## src/rtl/dm_arbiter.sv

```systemverilog
// dm_arbiter: round-robin arbiter giving four cores shared access to a
// single-port 16-bit data memory, one transaction per three cycles.
//
// Ports:
//   clk, rst   clock, asynchronous active-high reset
//   req, we    per-core request and write enable (bit i = core i)
//   addr       per-core 16-bit word address, core i at [16i+15:16i]
//   wdata      per-core 16-bit write data, same slicing as addr
//   rdata      response data, meaningful while ack is non-zero
//   ack        one-hot, single-cycle completion strobe
//   err        pulses with ack when the served address was out of range
//   busy       transaction in flight (ACCESS or RESP)
//   grant_id   index of the core currently or last served
module dm_arbiter #(
    parameter int DEPTH  = 256,
    parameter int NCORES = 4
) (
    input  logic                  clk,
    input  logic                  rst,
    input  logic [NCORES-1:0]     req,
    input  logic [NCORES-1:0]     we,
    input  logic [16*NCORES-1:0]  addr,
    input  logic [16*NCORES-1:0]  wdata,
    output logic [15:0]           rdata,
    output logic [NCORES-1:0]     ack,
    output logic                  err,
    output logic                  busy,
    output logic [1:0]            grant_id
);

    localparam int AW = $clog2(DEPTH);

    typedef enum logic [1:0] {
        IDLE   = 2'd0,
        ACCESS = 2'd1,
        RESP   = 2'd2
    } state_t;

    state_t      state;
    state_t      state_nxt;

    logic [1:0]  last_grant;
    logic [1:0]  pick;
    logic        found;

    logic        lat_we;
    logic [15:0] lat_addr;
    logic [15:0] lat_wdata;
    logic        in_range;
    logic [AW-1:0] idx;

    logic [15:0] mem [DEPTH];

    assign in_range = (lat_addr[15:AW] == '0);
    assign idx      = lat_addr[AW-1:0];

    // Search starts one past the last grant; i == NCORES wraps back onto
    // last_grant itself, so a lone repeat requester is still served.
    always_comb begin
        pick  = last_grant;
        found = 1'b0;
        for (int i = 1; i <= NCORES; i++) begin
            if (!found && req[last_grant + 2'(i)]) begin
                pick  = last_grant + 2'(i);
                found = 1'b1;
            end
        end
    end

    always_ff @(posedge clk or posedge rst) begin
        if (rst) begin
            state <= IDLE;
        end else begin
            state <= state_nxt;
        end
    end

    always_comb begin
        state_nxt = state;
        unique case (state)
            IDLE:    if (|req) state_nxt = ACCESS;
            ACCESS:  state_nxt = RESP;
            RESP:    state_nxt = IDLE;
            default: state_nxt = IDLE;
        endcase
    end

    always_comb begin
        ack  = '0;
        err  = 1'b0;
        busy = (state != IDLE);
        if (state == RESP) begin
            ack[grant_id] = 1'b1;
            err           = !in_range;
        end
    end

    always_ff @(posedge clk or posedge rst) begin
        if (rst) begin
            grant_id   <= 2'd0;
            last_grant <= 2'd3;
            lat_we     <= 1'b0;
            lat_addr   <= 16'h0000;
            lat_wdata  <= 16'h0000;
            rdata      <= 16'h0000;
        end else if (state == IDLE) begin
            if (|req) begin
                grant_id  <= pick;
                lat_we    <= we[pick];
                lat_addr  <= addr[{pick, 4'h0} +: 16];
                lat_wdata <= wdata[{pick, 4'h0} +: 16];
            end
        end else if (state == ACCESS) begin
            if (!in_range) begin
                rdata <= 16'h0000;
            end else if (lat_we) begin
                rdata <= lat_wdata;
            end else begin
                rdata <= mem[idx];
            end
        end else if (state == RESP) begin
            last_grant <= grant_id;
        end
    end

    // Memory has no reset; the rst gate stops a write racing an abort.
    always_ff @(posedge clk) begin
        if (!rst && state == ACCESS && lat_we && in_range) begin
            mem[idx] <= lat_wdata;
        end
    end

endmodule
```

## config.mk

```make
export PLATFORM = sky130hd
export DESIGN_NAME = dm_arbiter
export DESIGN_NICKNAME = d
export VERILOG_FILES = /design/src/rtl/dm_arbiter.sv
export SDC_FILE = /design/constraint.sdc
export NUM_CORES = 2
export LEC_CHECK = 0
export CAP_MARGIN = 20
export CORE_ASPECT_RATIO = 0.8
export CORE_MARGIN = 3
export CORE_UTILIZATION = 30
export CTS_BUF_LIST = sky130_fd_sc_hd__clkbuf_16
export DETAILED_ROUTE_END_ITERATION = 6
export GPL_TIMING_DRIVEN = 0
export PLACE_DENSITY = 0.4
export SLEW_MARGIN = 20
export SYNTH_ARGS = -nofsm -noshare
export SYNTH_HDL_FRONTEND = slang
export SYNTH_SLANG_ARGS = --single-unit
export TNS_END_PERCENT = 10
```

## constraint.sdc

```tcl
create_clock -name clk -period 4.45 [get_ports clk]
set_input_delay 0.89 -clock clk [delete_from_list [all_inputs] [get_ports clk]]
set_output_delay 0.89 -clock clk [all_outputs]
set_load 0.02 [all_outputs]
```

==> metrics.md <==
| Metric | Value |
|---|---|
| Synth area leaders | edfxtp_1 78%, mux4_2 15%, a22oi_1 2.1%, dfrtp_1 0.84%, a21oi_1 0.73% |
| Largest area contributor in the netlist | edfxtp_1 |
| DRT antenna net count | 0 |
| CP bufs+invs | 4 |
| Peak fanout along the critical path | 10 |
| # setup viols final | between 100 and 150 |
| Iteration count of the initial detailed-routing pass | 6 |
| Largest net degree at the start of global routing | slightly above 80 |
| Syn_nets | ~7k |
| TritonCTS clock tree | yes |
| Asr flop ratio synth | 0.0132 |
| Synth Register Bits | 4151 |
| CP Class | reg2reg |
| Final Skew | 0.0486 ns |
| Top delay family on crit path | buffers and inverters |
| Pwr dens | 703 mW/mm² |
| # nets final | around 8k |
| Sequential share of the synthesized area | 0.785 |
| Post-synth top cells | 4096 x edfxtp_1, 1056 x mux4_2, 451 x a22oi_1 |
| DR WL/cell | about 39 µm |
| Hold_buf cts | 0 |
| Outcome | complete, but fails checks |
| Number of synthesis warnings | 0 |
| DRT Wirelength | about 590000 µm |
| Fin crit share | 1.04 |
| Setup crit start kind | flip-flop |
| Gr usage total | 0.213 |
| Worst skew pair latency | between 1 and 1.5 ns |
| Min-delay src | last_grant[0] |
| DR iter-0 viols | between 10k and 15k |
| Sequence of cells on the critical path | buf_2, buf_2, clkbuf_4, buf_1, mux4_2, a22oi_1, a21oi_1, o41ai_2, a41o_1, nand3_1 |
| IO buf count | 161 |
| Max clock buf depth | 4 |
| Antenna violations before repair | 60 |
| Synthesized instance count | 6949 |
| Setup crit start | lat_addr[1] |
| Max Cap Viol | 0 |
| Top-level I/O count | between 150 and 200 |
| Area Overhead vs Synth | 19.9% |
| Hold WC Path Type | reg2reg |
| Top-count cell post-synth | edfxtp_1 |
| TritonCTS Buffers | 429 |
| Min Hold Slack | a little under 0.5 ns |
| CP required | around 5.4 ns |
| First-pass GRT wire length | between 700000 and 800000 µm |
| Vias | just over 80k |
| Final count of pins violating max slew | 0 |
| CP dominant cell by count | buf_2 |
| Post-synth EDFFs | slightly above 4k |
| Fin crit period | between 4 and 5 ns |
| Clk sinks | 4151 |
| Root Buffer | clkbuf_16 |
| Die span in x | between 800 and 900 µm |
| Proportion of layout cells with a drive suffix above 1 | 0.320 |
| Vias in the first global route | slightly above 80k |
| Count of cell types in the netlist | 46 |
| Final hold vios | 0 |
| Slowest CP cell | buf_1 |
| Crit-path max cell delay | 0.76 ns |
| Gpl congestion | 0.882 |
| R2r startpoint | lat_addr[1] |
| CP endpoint kind | flip-flop |
| Final Power | between 100000 and 150000 µW |
| Mapped cell area | 0.158 mm² |
| Die ar. | 0.537 mm² |
| DP HPWL | approximately 420000 µm |
| Starting Density | 0.301 |
| Grt ovf | 0 |
| Most used DFF post-synth | edfxtp_1 |
| Crit path DAT | 5.52 ns |
| Die height | 656 µm |
| Peak VDD IR | between 0.0005 and 0.0006 V |
| # DRC | 0 |
| Leakage power | between 0.05 and 0.06 µW |
| Core area | between 0.5 and 0.6 mm² |
| H-Tree Depth | 5 |
| Worst-path clk slew | ~0.06 ns |
| Unrepaired setup endpoints after global routing | true |
| Synthesized area per cell | about 23 µm² |
| Cell row count | around 240 |
| Setup TNS | -3.92 ns |
| Post-synth top area share | 0.776 |
| Failing checks | negative setup slack |
| Worst Tran Pin Value | 1.44 ns |
| Final setup margin | -0.168 ns |
| Relative slew slack | 0.0422 |
| Via-per-instance ratio | ~5.4 |
| F_max | ~0.22 GHz |
[cell usage in the layout, fill, tap and decap left out, types with 93 or more instances in the layout]
cell type,netlist,routed
edfxtp_1,4096,4096
mux4_2,1056,1056
a22oi_1,451,443
clkbuf_16,0,433
a21oi_1,230,183
nor2_4,0,167
clkbuf_1,264,164
clkdlybuf4s50_1,0,161
clkinv_1,1,118
buf_12,0,103
mux2i_1,99,99
inv_1,4,97
buf_2,91,93
[flip-flops by register name, indices dropped and copies added (netlist names)]
signal / count
grant_id: 2
rdata: 16
lat_addr: 16
mem: 4096
lat_wdata: 16
lat_we: 1
last_grant: 2
state: 2
[cells by family after synthesis]
| kind of cell | Yosys count | synth area share |
|---|---|---|
| multiplexers | 1191 | 0.159 |
| AO/OA/AOI/OAI | 774 | 0.0337 |
| buffers and inverters | 433 | 0.0122 |
| flip-flops | 4151 | 0.785 |
| AND/OR/NAND/NOR | 400 | 0.0105 |
[power breakdown]
group          switching [µW]  total (µW)  internal [µW]
logic                   33600       48700          15200
clock network           15700       34700          19000
registers                1280       50300          49000
total                   50500      134000          83200
[path summary, 6_finish.rpt]
| path | to | slack [ns] | cells past startpoint |
|---|---|---|---|
| min | last_grant[0] | 0.50 | 2 |
| max | rdata[12] | -0.17 | 10 |
| max reg2reg | rdata[12] | -0.17 | 10 |
| max in group asynchronous | rdata[14] | 3.23 | 3 |
| min reg2reg | last_grant[0] | 0.50 | 2 |
| min in group asynchronous | lat_addr[13] | 0.62 | 2 |
[metrics by stage]
step	setup slack [ns]	util	area, µm²	std cells
3_3_place_gp	-5.43	0.321	169000	14100
6_report	-0.168	0.361	190000	15200
4_1_cts	-0.142	0.361	190000	15200
3_5_place_dp	-2.06	0.334	176000	14300
5_1_grt	-0.136	0.361	190000	15200
2_1_floorplan	0.408	-	158000	6949
[routing by layer]
layer	GRT usage	share of wire	up-vias	wire, µm
met5	0	0.000067	-	39
met4	0.0645	0.034	6	20100
met3	0.0486	0.084	747	49200
met2	0.309	0.43	3577	252000
met1	0.318	0.45	45800	263000
li1	-	-	31800	-
[cell type report]
type                    count  area [µm²]
repair buffers            472        7060
plain buffers             423        2170
multi-input cells        2365       34400
well taps                6960        8710
clock buffers             433       10800
flip-flops and latches   4151      124000
inverters                   5        21.3
fillers                 48200      336000
clock inverters           356        2380
diodes                     30        75.1
[repair_timing]
item	CTS	global route
setup endpoints to repair	4106	367
hold endpoints to repair	0	0
pin swaps	28	1
setup buffers	37	1
gates resized for setup	100	24
[worst register-to-register path: cells and delay by family (launching register included)]
kind / cells / cell delay (ns)
flip-flops: 1 / 0.32
AO/OA/AOI/OAI: 4 / 1.77
AND/OR/NAND/NOR: 1 / 0.08
multiplexers: 1 / 0.50
buffers and inverters: 4 / 1.85
Note: power is estimated with default switching activity, not from simulation.
